[src/rtl/emotion_stabilizer.sv]
// Emotion-code debouncer: commits a 3-bit classification only after
// STABLE_COUNT consecutive identical valid samples. Out-of-range codes
// (> 3'b011) are mapped to 3'b000 and flagged with sample_err.
// Optional idle timeout is compiled in with macro STABILIZER_TIMEOUT_EN;
// without it the block has no idle counter and timeout is tied low.
module emotion_stabilizer #(
  parameter int STABLE_COUNT   = 4,
  parameter int TIMEOUT_CYCLES = 1000
) (
  input  logic       clk,
  input  logic       reset,
  input  logic [2:0] raw_code,
  input  logic       raw_valid,
  output logic [2:0] emotion_code,
  output logic       code_changed,
  output logic       stable,
  output logic       sample_err,
  output logic       timeout
);

  typedef enum logic [1:0] {
    ST_EMPTY   = 2'd0,
    ST_QUALIFY = 2'd1,
    ST_LOCKED  = 2'd2
  } state_t;

  localparam logic [3:0] LP_SC = 4'(STABLE_COUNT);

  // Reject illegal parameter values at elaboration time.
  generate
    if (STABLE_COUNT < 1 || STABLE_COUNT > 15 ||
        TIMEOUT_CYCLES < 2 || TIMEOUT_CYCLES > 65535) begin : g_bad_param
      $error("emotion_stabilizer: parameter out of legal range");
    end
  endgenerate

  state_t     r_state;
  state_t     w_state_nx;
  logic [2:0] r_cand;
  logic [2:0] w_cand_nx;
  logic [3:0] r_count;
  logic [3:0] w_count_nx;
  logic [2:0] r_code;
  logic [2:0] w_code_nx;
  logic       w_commit;

  logic       r_changed;
  logic       r_stable;
  logic       r_err;
  logic       w_changed_nx;
  logic       w_stable_nx;
  logic       w_err_nx;

  logic       w_bad;
  logic [2:0] w_sample;
  logic       w_fire;

  // Out-of-range codes collapse to neutral before any comparison.
  assign w_bad    = (raw_code > 3'b011);
  assign w_sample = w_bad ? 3'b000 : raw_code;

`ifdef STABILIZER_TIMEOUT_EN
  localparam logic [15:0] LP_TO = 16'(TIMEOUT_CYCLES);

  logic [15:0] r_idle;
  logic        r_timeout;

  // A valid sample in the firing cycle wins, so the timeout only fires
  // on an idle cycle that completes the count.
  assign w_fire = !raw_valid && (r_idle == LP_TO - 16'd1);

  // Idle counter: clears on valid, parks at LP_TO after firing.
  always_ff @(posedge clk) begin
    if (reset) begin
      r_idle    <= 16'd0;
      r_timeout <= 1'b0;
    end else begin
      r_timeout <= w_fire;
      if (raw_valid) begin
        r_idle <= 16'd0;
      end else if (r_idle != LP_TO) begin
        r_idle <= r_idle + 16'd1;
      end
    end
  end

  assign timeout = r_timeout;
`else
  assign w_fire  = 1'b0;
  assign timeout = 1'b0;
`endif

  // State and datapath registers, plus the registered outputs.
  always_ff @(posedge clk) begin
    if (reset) begin
      r_state   <= ST_EMPTY;
      r_cand    <= 3'b000;
      r_count   <= 4'd0;
      r_code    <= 3'b000;
      r_changed <= 1'b0;
      r_stable  <= 1'b0;
      r_err     <= 1'b0;
    end else begin
      r_state   <= w_state_nx;
      r_cand    <= w_cand_nx;
      r_count   <= w_count_nx;
      r_code    <= w_code_nx;
      r_changed <= w_changed_nx;
      r_stable  <= w_stable_nx;
      r_err     <= w_err_nx;
    end
  end

  // Next-state: run tracking, commit on reaching STABLE_COUNT, idle revert.
  always_comb begin
    w_state_nx = r_state;
    w_cand_nx  = r_cand;
    w_count_nx = r_count;
    w_code_nx  = r_code;
    w_commit   = 1'b0;
    if (raw_valid) begin
      if (r_state == ST_EMPTY || w_sample != r_cand) begin
        // Start a new run; a run of one already qualifies when STABLE_COUNT is 1.
        w_cand_nx  = w_sample;
        w_count_nx = 4'd1;
        if (LP_SC == 4'd1) begin
          w_state_nx = ST_LOCKED;
          w_commit   = 1'b1;
        end else begin
          w_state_nx = ST_QUALIFY;
        end
      end else if (r_state == ST_QUALIFY) begin
        w_count_nx = r_count + 4'd1;
        if (r_count + 4'd1 == LP_SC) begin
          w_state_nx = ST_LOCKED;
          w_commit   = 1'b1;
        end
      end
      // LOCKED with an equal sample: count stays saturated.
    end else if (w_fire) begin
      w_state_nx = ST_EMPTY;
      w_cand_nx  = 3'b000;
      w_count_nx = 4'd0;
      w_code_nx  = 3'b000;
    end
    if (w_commit) begin
      w_code_nx = w_cand_nx;
    end
  end

  // Output decode: flags derived from next-state values, registered above.
  always_comb begin
    w_changed_nx = (w_code_nx != r_code);
    w_stable_nx  = (w_state_nx == ST_LOCKED) && (w_cand_nx == w_code_nx);
    w_err_nx     = raw_valid && w_bad;
  end

  assign emotion_code = r_code;
  assign code_changed = r_changed;
  assign stable       = r_stable;
  assign sample_err   = r_err;

endmodule

[config.mk]
export PLATFORM = sky130hd
export DESIGN_NAME = emotion_stabilizer
export DESIGN_NICKNAME = d
export VERILOG_FILES = /design/src/rtl/emotion_stabilizer.sv
export SDC_FILE = /design/constraint.sdc
export NUM_CORES = 1
export LEC_CHECK = 0
export CAP_MARGIN = 20
export CORE_MARGIN = 1.5
export CORE_UTILIZATION = 47
export CTS_BUF_LIST = sky130_fd_sc_hd__clkbuf_8
export DETAILED_ROUTE_END_ITERATION = 16
export HOLD_SLACK_MARGIN = 0.08
export PLACE_DENSITY = 0.8
export SLEW_MARGIN = 0
export SYNTH_ARGS = -nofsm -noshare
export SYNTH_HDL_FRONTEND = slang
export SYNTH_SLANG_ARGS = --single-unit
[constraint.sdc]
create_clock -name clk -period 2.16 [get_ports clk]
set_input_delay 0.432 -clock clk [delete_from_list [all_inputs] [get_ports clk]]
set_output_delay 0.432 -clock clk [all_outputs]
set_load 0.03 [all_outputs]
==> metrics.md, run 1 <==
| Metric | Value |
|---|---|
| Outcome | `finished clean` |
| RSZ-0062 raised after global routing | `no` |
| Ys async rst share | `0%` |
| Reg clk slew, reported paths | `roughly 60 ps` |
| Peak Freq | `0.4860 GHz` |
| CTS H-tree lvls | `1` |
| Post-synth EDFFs | `0` |
| Seq/Total Area, Yosys | `approximately two fifths` |
| Worst EP arrival | `around 2200 ps` |
| Sw frac | `between 20% and 30%` |
| NetSw | `0.0001560 W` |
| Num ports | `13` |
| Crit Path Max Fanout | `5` |
| DRC violation count after routing | `0` |
| Largest net degree at the start of global routing | `14` |
| Top-area cell type share of the netlist area | `between 30 and 40%` |
| Die ar. | `1912 sq um` |
| WL/cell | `approximately 14 um` |
| Tmin final | `approximately 2100 ps` |
| CP Capture Type | `flip-flop` |
| Die Ht | `around 44 um` |
| CP Cell Sequence | `clkdlybuf4s50_1 -> nor2b_2 -> xor2_1 -> or3_4 -> or4_1 -> a21oi_1` |
| Worst setup path class | `input pin to flip-flop` |
| Clk_skew | `1.333 ps` |
| Netlist Area Pre-Place | `about 780 sq um` |
| Internal power | `between 0.0004 and 0.0005 W` |
| Synth Flop Type | `dfxtp_1` |
| Total track usage | `around a fifth` |
| Initial core utilization | `roughly half` |
| Fillcell total | `around 110` |
| Synth area leaders | `dfxtp_1 39%, nor2b_1 4.8%, a21oi_1 3.9%` |
| Hold WC Path Type | `flip-flop to flip-flop` |
| PwrDens | `between 500 and 600 nW/um^2` |
| Peak supply drop | `440.5 uV` |
| CP Launch Type | `input pin` |
| Area Overhead vs Synth | `35.31%` |
| Die X | `roughly 44 um` |
| Synth area leader | `dfxtp_1` |
| Maxcap violations | `0` |
| Fin crit share | `a little over nine tenths` |
| Clock latency at the later pin of the worst-skew pair | `approximately 250 ps` |
| Mapped Nets | `97` |
| Final setup viols | `0` |
| Slowest stage cell, crit path | `or4_1` |
| Clock power frac | `between 30% and 40%` |
| Antenna diode count | `0` |
| Root buf cell | `clkbuf_8` |
| Delay of the slowest critical-path stage | `roughly 500 ps` |
| Setup Buffers After CTS | `0` |
| Gr ovfl total | `0` |
| CTS tree | `yes` |
| Most frequent cells in the layout | `15 x dfxtp_1, 12 x buf_4, 9 x clkdlybuf4s50_1, 7 x nand2_1` |
| Fraction of layout cells with a size suffix above 1 | `a little over a fifth` |
| Hold_ws | `roughly 500 ps` |
| Initial antenna violation count | `0` |
| Clock Sinks | `15` |
| Antenna viol nets, final | `0` |
| Crit path required time | `2340 ps` |
| Synth Instances | `a little under 90` |
| Drt initial violations | `33` |
| Max Root-Sink Buffers | `2` |
| IO buf count | `11` |
| Drt total wl | `between 1500 and 2000 um` |
| Final net count | `121` |
| Sequential share of power | `about 48%` |
| Vias in the first global route | `635` |
| Detail Placement HPWL | `1258 um` |
| # hold bufs at CTS | `0` |
| Finished Cell Area | `~1100 sq um` |
| Core area | `~1500 sq um` |
| Sum Neg Setup Slack | `0 ps` |
| Comb pwr share | `roughly 15%` |
| Slew Limit Fails | `0` |
| Final Util | `69.21%` |
| Leakage | `between 0.4 and 0.5 nW` |
| Dpl cell area | `a little under 1000 sq um` |
| Commonest non-fill, non-tap cell in the layout | `dfxtp_1` |
| Syn_area_per_cell | `approximately 9 sq um` |
| Synthesized flop and latch total | `15` |
| GP Congestion | `about 0.77` |
| Std-Cell Rows | `14` |
| Final Total Pwr | `0.0006112 W` |
| Post-CTS sizing | `0` |
| Endpoints failing hold | `0` |
| CTS Buf Count | `3` |
| Via-to-Cell Ratio | `between 5 and 6` |
| First-pass GRT wire length | `~2700 um` |
| Pre-antenna DRT Iters | `4` |
| Yosys warns | `0` |
| Via count | `slightly above 700` |
| Yosys cell types | `35` |
[routing by layer]
metal	vias up	wire length (um)	track usage [%]
met3	4	75	5.000
li1	361	-	-
met2	22	848	32.06
met1	331	782	24.09
met4	0	39	12.73
met5	-	0	0
[worst max-delay path: cells and delay by family]
family	cells	cell delay, ps
AOI/OAI and AO/OA	1	170
xor gates and xnor gates	1	100
buffers and inverters	1	460
and+or+nand+nor	3	1070
[kinds of logic (layout without fill, tap and decap cells)]
family          Yosys count  in the layout  share of synthesized area [%]
fa+ha+maj                 2              2                          3.210
compound gates           21             21                          18.78
simple gates             35             35                          25.20
mux                       2              2                          2.568
other cells               1              1                         0.4811
xor+xnor                  6              6                          6.743
flops                    15             15                          38.52
buf+inv                   7             30                          4.493
[worst paths after layout]
kind	from	end	slack (ps)	cells after the start
worst min register to register	emotion_code[0]$_SDFF_PP0_	emotion_code[0]$_SDFF_PP0_	500	2
worst max-delay path	raw_code[0]	emotion_code[1]$_SDFF_PP0_	100	6
worst max register to register	r_count[0]$_SDFFE_PP0P_	emotion_code[1]$_SDFF_PP0_	220	6
worst min-delay path	emotion_code[0]$_SDFF_PP0_	emotion_code[0]$_SDFF_PP0_	500	2
[through the flow]
stage | setup slack (ps) | std cells
2_1_floorplan | 248.5 | 89
3_3_place_gp | -162.2 | 124
6_report | 102.6 | 128
4_1_cts | 14.49 | 128
5_1_grt | 13.38 | 128
3_5_place_dp | -226.1 | 124
[layout make-up]
class	instances	area, sq um	share of cell area, %
clock buffer	3	41.29	3.915
sequential	15	300.3	28.47
timing repair buffer	23	205.2	19.45
clock inverter	1	3.754	0.3559
tap	16	20.02	1.898
inverter	3	11.26	1.068
multi-input combinational	67	473.0	44.84
[flip-flops by register name, summed over array words and instances, names as in the netlist]
| signal | cells |
|---|---|
| emotion_code | 3 |
| stable | 1 |
| r_count | 4 |
| sample_err | 1 |
| code_changed | 1 |
| r_state | 2 |
| r_cand | 3 |
[power by group through the flow]
stage,combinational (W),sequential [W],clock [W]
after CTS,0.0000838,0.000291,0.000229
final,0.0000911,0.000291,0.000229
after global placement,0.0000813,0.000296,0
after detailed placement,0.0000831,0.000297,0
after floorplan,0.0000455,0.000297,0
after global routing,0.0000995,0.000292,0.000240
[synthesized netlist by cell type (2+ instances only)]
| master | instances |
|---|---|
| o31ai_1 | 2 |
| or4_1 | 2 |
| nor3_1 | 3 |
| buf_4 | 2 |
| xnor2_1 | 3 |
| o21ai_0 | 3 |
| nand2_1 | 7 |
| mux2i_1 | 2 |
| nor2_1 | 6 |
| xor2_1 | 3 |
| nor2b_1 | 6 |
| o21a_1 | 2 |
| nand3_1 | 4 |
| a21oi_1 | 6 |
| ha_1 | 2 |
| dfxtp_1 | 15 |
| inv_1 | 3 |
(Power assumes the default switching activity.)
==> inputs of run 2 (changes only) <==
--- a/config.mk
+++ b/config.mk
@@ -11,6 +11,7 @@
 export CTS_BUF_LIST = sky130_fd_sc_hd__clkbuf_8
 export DETAILED_ROUTE_END_ITERATION = 16
 export HOLD_SLACK_MARGIN = 0.08
+export MAX_ROUTING_LAYER = met4
 export PLACE_DENSITY = 0.8
 export SLEW_MARGIN = 0
 export SYNTH_ARGS = -nofsm -noshare
==> run 2 against run 1 <==
  * Worst hold slack hardly changed
  * Via count stayed put
  * Setup slack worse by 1.5 ps
  * Sequential cell count stayed put
  * Fmax hardly changed
  * Critical path depth stayed put
  * Cell area stayed put
  * Non-clock buffer count stayed put
==> metrics.md, run 2 (synthesis gave the netlist of run 1 again) <==
| Metric | Value |
|---|---|
| Outcome | `finished clean` |
| Die ar. | `1912 sq um (unchanged)` |
| Crit Path Max Fanout | `5 (unchanged)` |
| Hold_ws | `501.9 ps (-0.002000 ps)` |
| Clock Sinks | `15 (unchanged)` |
| Die X | `43.73 um (unchanged)` |
| Antenna viol nets, final | `0 (unchanged)` |
| Post-CTS sizing | `0 (unchanged)` |
| RSZ-0062 raised after global routing | `no` |
| Fin crit share | `95.32% (about the same)` |
| Peak Freq | `0.4857 GHz (about the same)` |
| CTS H-tree lvls | `1 (unchanged)` |
| # hold bufs at CTS | `0 (unchanged)` |
| WL/cell | `13.64 um (unchanged)` |
| DP Worst Slack | `-226.1 ps (unchanged)` |
| Std-Cell Rows | `14 (unchanged)` |
| First-pass GRT wire length | `2732 um (+0.26%)` |
| Most frequent cells in the layout | `15 x dfxtp_1, 12 x buf_4, 9 x clkdlybuf4s50_1, 7 x nand2_1` |
| CTS Buf Count | `3 (unchanged)` |
| Hold WC Path Type | `flip-flop to flip-flop` |
| Gr ovfl total | `0 (unchanged)` |
| IO buf count | `11 (unchanged)` |
| Antenna diode count | `0 (unchanged)` |
| Dpl cell area | `975.9 sq um (unchanged)` |
| Initial antenna violation count | `0 (unchanged)` |
| GP Congestion | `0.7848 (+1.4%)` |
| Num ports | `13 (unchanged)` |
| Root buf cell | `clkbuf_8` |
| Pre-antenna DRT Iters | `4 (unchanged)` |
| Fillcell total | `107 (unchanged)` |
| Slew Limit Fails | `0 (unchanged)` |
| Layout Cells excl Fill | `128 (unchanged)` |
| Placed Instances | `124 (unchanged)` |
| Worst setup path class | `input pin to flip-flop` |
| Clock latency at the later pin of the worst-skew pair | `250 ps (about the same)` |
| Via-to-Cell Ratio | `5.609 (unchanged)` |
| Die Ht | `43.73 um (unchanged)` |
| PwrDens | `579.5 nW/um^2 (about the same)` |
| Clk_skew | `1.323 ps (-0.009710 ps)` |
| Final net count | `121 (unchanged)` |
| Core area | `1524 sq um (unchanged)` |
| Initial core utilization | `51.15% (unchanged)` |
| Biggest register | `r_count` |
| Area Overhead vs Synth | `35.31% (unchanged)` |
| Leakage | `0.4176 nW (unchanged)` |
| Finished Cell Area | `1055 sq um (unchanged)` |
| Reg clk slew, reported paths | `60 ps (about the same)` |
| Largest register FFs | `4 (unchanged)` |
| Worst EP arrival | `2240 ps (about the same)` |
| CP Capture Type | `flip-flop` |
| Commonest non-fill, non-tap cell in the layout | `dfxtp_1` |
| Vias in the first global route | `635 (unchanged)` |
| Total track usage | `20.78% (+0.62 points)` |
| Via count | `718 (unchanged)` |
| Crit path required time | `2340 ps (about the same)` |
| DRC violation count after routing | `0 (unchanged)` |
| Drt initial violations | `33 (unchanged)` |
| CP Launch Type | `input pin` |
| Detail Placement HPWL | `1258 um (unchanged)` |
| Drt total wl | `1746 um (unchanged)` |
| Max Root-Sink Buffers | `2 (unchanged)` |
| Final setup viols | `0 (unchanged)` |
| Tmin final | `2059 ps (+1.528 ps)` |
| Fraction of layout cells with a size suffix above 1 | `21.43% (unchanged)` |
| Largest net degree at the start of global routing | `14 (unchanged)` |
| Setup Buffers After CTS | `0 (unchanged)` |
| Fin worst setup slack | `101.0 ps (-1.528 ps)` |
| CTS tree | `yes` |
| Maxcap violations | `0 (unchanged)` |
| Endpoints failing hold | `0 (unchanged)` |
| Peak supply drop | `440.5 uV (about the same)` |
| R2R setup slack | `220 ps (about the same)` |
## run 2: per-stage QoR
| step | utilization (%) | total power [W] | TNS (ps) |
|---|---|---|---|
| floorplan | - | 0.0003422 | 0 |
| global route | 69.21 | 0.0006319 | 0 |
| finish | 69.21 | 0.0006112 | 0 |
| detailed placement | 64.04 | 0.0003799 | -849.4 |
| global placement | 64.04 | 0.0003775 | -604.9 |
| CTS | 67.00 | 0.0006034 | 0 |
## run 2: worst paths after layout
check                                           startpoint                         end  depth (start not counted)
worst min-delay path            emotion_code[0]$_SDFF_PP0_  emotion_code[0]$_SDFF_PP0_                          2
worst max-delay path                           raw_code[0]  emotion_code[1]$_SDFF_PP0_                          6
worst min register to register  emotion_code[0]$_SDFF_PP0_  emotion_code[0]$_SDFF_PP0_                          2
worst max register to register     r_count[0]$_SDFFE_PP0P_  emotion_code[1]$_SDFF_PP0_                          6
## run 2: final cells by class
class / instances / area (sq um) / area share, %
inverter: 3 / 11.26 / 1.068
sequential: 15 / 300.3 / 28.47
multi-input combinational: 67 / 473.0 / 44.84
tap: 16 / 20.02 / 1.898
clock buffer: 3 / 41.29 / 3.915
timing repair buffer: 23 / 205.2 / 19.45
clock inverter: 1 / 3.754 / 0.3559
## run 2: report_power, final
part           internal [W]  switching [W]
logic             0.0000462      0.0000449
registers          0.000283     0.00000823
clock network      0.000126       0.000103
## run 2: worst max-delay path, cell delays in order
cell,delay (ps)
clkdlybuf4s50_1,460
nor2b_2,200
xor2_1,100
or3_4,370
or4_1,500
a21oi_1,170
## run 2: routing by layer
layer	up-vias	GRT usage [%]	wire length (um)
met2	22	32.06	848
met4	0	12.73	39
met1	331	24.09	782
met3	4	5.000	75
li1	361	-	-
met5	-	-	0
==> inputs of run 3 (changes only) <==
--- a/config.mk
+++ b/config.mk
@@ -6,7 +6,6 @@
 export NUM_CORES = 1
 export LEC_CHECK = 0
 export CAP_MARGIN = 20
-export CORE_MARGIN = 1.5
 export CORE_UTILIZATION = 47
 export CTS_BUF_LIST = sky130_fd_sc_hd__clkbuf_8
 export DETAILED_ROUTE_END_ITERATION = 16
==> run 3 against run 2 <==
  * Via count rose by 1.1%
  * Register-to-register slack barely moved
  * Wire length rose by 1.7%
  * Fmax rose by 1.5%
  * Sequential cell count did not move
  * Largest cell class unchanged
==> metrics.md, run 3 (synthesis gave the netlist of run 1 again) <==
| Metric | Value |
|---|---|
| Outcome | `finished clean` |
| Clock Sinks | `15 (unchanged)` |
| Multi-input gate area | `473.0 sq um (unchanged)` |
| NetSw | `0.0001590 W (+1.9%)` |
| Maxcap violations | `0 (unchanged)` |
| Met2 Resource Use GR | `33.94% (+1.9 points)` |
| IO buf count | `11 (unchanged)` |
| Die X | `42.73 um (-2.3%)` |
| Leakage | `0.4118 nW (-1.4%)` |
| PwrDens | `584.5 nW/um^2 (+0.88%)` |
| CTS H-tree lvls | `1 (unchanged)` |
| Worst EP arrival | `2210 ps (-30 ps)` |
| Initial core utilization | `51.15% (unchanged)` |
| Total track usage | `21.64% (+0.86 points)` |
| Area Overhead vs Synth | `34.51%` |
| Die Ht | `42.73 um (-2.3%)` |
| Fraction of layout cells with a size suffix above 1 | `19.82% (-1.6 points)` |
| Via count | `726 (+1.1%)` |
| Finished Cell Area | `1049 sq um (-0.59%)` |
| Vias in the first global route | `624 (-1.7%)` |
| # hold bufs at CTS | `0 (unchanged)` |
| Biggest register | `r_count` |
| Final net count | `120 (-0.83%)` |
| Final setup viols | `0 (unchanged)` |
| Fin crit share | `93.93% (-1.4 points)` |
| DP Worst Slack | `-193.4 ps (+32.68 ps)` |
| Placed Instances | `123 (-0.81%)` |
| GP Congestion | `0.8745 (+11%)` |
| Gr busiest metal | `met2` |
| R2R setup slack | `220 ps (about the same)` |
| Final Util | `68.80% (-0.41 points)` |
| Slew Limit Fails | `0 (unchanged)` |
| Sequential Area | `300.3 sq um (unchanged)` |
| Largest net degree at the start of global routing | `14 (unchanged)` |
| M1 GR Usage | `25.60% (+1.5 points)` |
| Max Root-Sink Buffers | `2 (unchanged)` |
| RSZ-0062 raised after global routing | `no` |
| Tmin final | `2029 ps (-29.99 ps)` |
| Gr ovfl total | `0 (unchanged)` |
| Commonest non-fill, non-tap cell in the layout | `dfxtp_1` |
| Dpl cell area | `968.4 sq um (-0.77%)` |
| DRC violation count after routing | `0 (unchanged)` |
| Peak supply drop | `635.3 uV (+44%)` |
| CP Capture Type | `flip-flop` |
| Drt initial violations | `19 (-42%)` |
| Sequential share of power | `47.5% (about the same)` |
| First-pass GRT wire length | `2780 um (+1.8%)` |
| Antenna diode count | `0 (unchanged)` |
| CTS tree | `yes` |
| Sw frac | `25.94% (+0.41 points)` |
| Comb pwr share | `14.4% (-0.5 points)` |
| Fillcell total | `124 (+16%)` |
| CP Launch Type | `input pin` |
| Initial antenna violation count | `0 (unchanged)` |
| Met3 usage | `6.383% (+1.4 points)` |
| Num ports | `13 (unchanged)` |
| Internal power | `0.0004539 W (-0.28%)` |
| Die ar. | `1825 sq um (-4.5%)` |
| Worst hold path depth | `3 (+1)` |
| Core area | `1524 sq um (unchanged)` |
| Root buf cell | `clkbuf_8` |
| Layout Cells excl Fill | `127 (-0.78%)` |
| Peak Freq | `0.4929 GHz (+1.5%)` |
| CTS Buf Count | `3 (unchanged)` |
| Reg clk slew, reported paths | `70 ps (about the same)` |
| Detail Placement HPWL | `1241 um (-1.4%)` |
| Clock latency at the later pin of the worst-skew pair | `250 ps (about the same)` |
| WL/cell | `13.98 um (+2.5%)` |
| Hold WC Path Type | `input pin to flip-flop` |
| Drt total wl | `1775 um (+1.7%)` |
| Clock power frac | `38.1% (+0.6 points)` |
| Crit path required time | `2350 ps (about the same)` |
| Pre-antenna DRT Iters | `6 (+2)` |
| Antenna viol nets, final | `0 (unchanged)` |
| Most frequent cells in the layout | `15 x dfxtp_1, 11 x buf_4, 9 x clkdlybuf4s50_1, 7 x nand2_1` |
| Via-to-Cell Ratio | `5.717 (+1.9%)` |
| Std-Cell Rows | `14 (unchanged)` |
| Largest register FFs | `4 (unchanged)` |
| Sum Neg Setup Slack | `0 ps (unchanged)` |
| Endpoints failing hold | `0 (unchanged)` |
| Worst r2r path cells | `6 (unchanged)` |
| Crit Path Max Fanout | `5 (unchanged)` |
| Worst setup path class | `input pin to flip-flop` |
| Clk_skew | `4.094 ps (+2.772 ps)` |
| Fin worst setup slack | `131.0 ps (+29.99 ps)` |
==> run 3: layout make-up <==
| cell class | instances | share of cell area (%) |
|---|---|---|
| repair buffers | 22 | 18.85 |
| flip-flops and latches | 15 | 28.64 |
| clock buffers | 3 | 3.938 |
| well taps | 16 | 1.909 |
| clock inverters | 1 | 0.4773 |
| inverters | 3 | 1.074 |
| multi-input cells | 67 | 45.11 |
==> run 3: through the flow <==
| step | total power [W] | hold slack, ps |
|---|---|---|
| after floorplan | 0.0003422 | 480.3 |
| after global placement | 0.0003764 | 489.8 |
| after detailed placement | 0.0003782 | 506.8 |
| after CTS | 0.0006102 | 518.9 |
| after global routing | 0.0006358 | 529.1 |
| final | 0.0006129 | 483.6 |
==> run 3: routing by layer <==
layer	vias up	share of wire, %
met3	4	6.6
met4	0	2.1
met5	-	0
met1	326	43
li1	363	-
met2	33	48
==> run 3: critical path, cell delays in order <==
cell and delay, ps:
clkdlybuf4s50_1 390, nor2b_2 160, xor2_1 150, or3_4 410, or4_1 510, a21oi_1 160
==> run 3: what timing repair did <==
action                                  in CTS  in global routing
setup buffers                                0                  0
endpoints found under the setup margin       0                  3
gates resized for setup                      0                  7
==> run 3: final timing paths <==
path                              startpoint                    endpoint
hold reg to reg   emotion_code[1]$_SDFF_PP0_  emotion_code[1]$_SDFF_PP0_
setup reg to reg     r_count[0]$_SDFFE_PP0P_  emotion_code[1]$_SDFF_PP0_
setup / recovery                 raw_code[1]  emotion_code[1]$_SDFF_PP0_
hold / removal                   raw_code[2]       sample_err$_SDFF_PP0_
==> run 3: power groups by stage <==
stage | clock (W) | combinational [W] | sequential [W]
after CTS | 0.000237 | 0.0000824 | 0.000291
final | 0.000234 | 0.0000883 | 0.000291
after global placement | 0 | 0.0000799 | 0.000296
after detailed placement | 0 | 0.0000814 | 0.000297
after global routing | 0.000247 | 0.0000964 | 0.000292
after floorplan | 0 | 0.0000455 | 0.000297
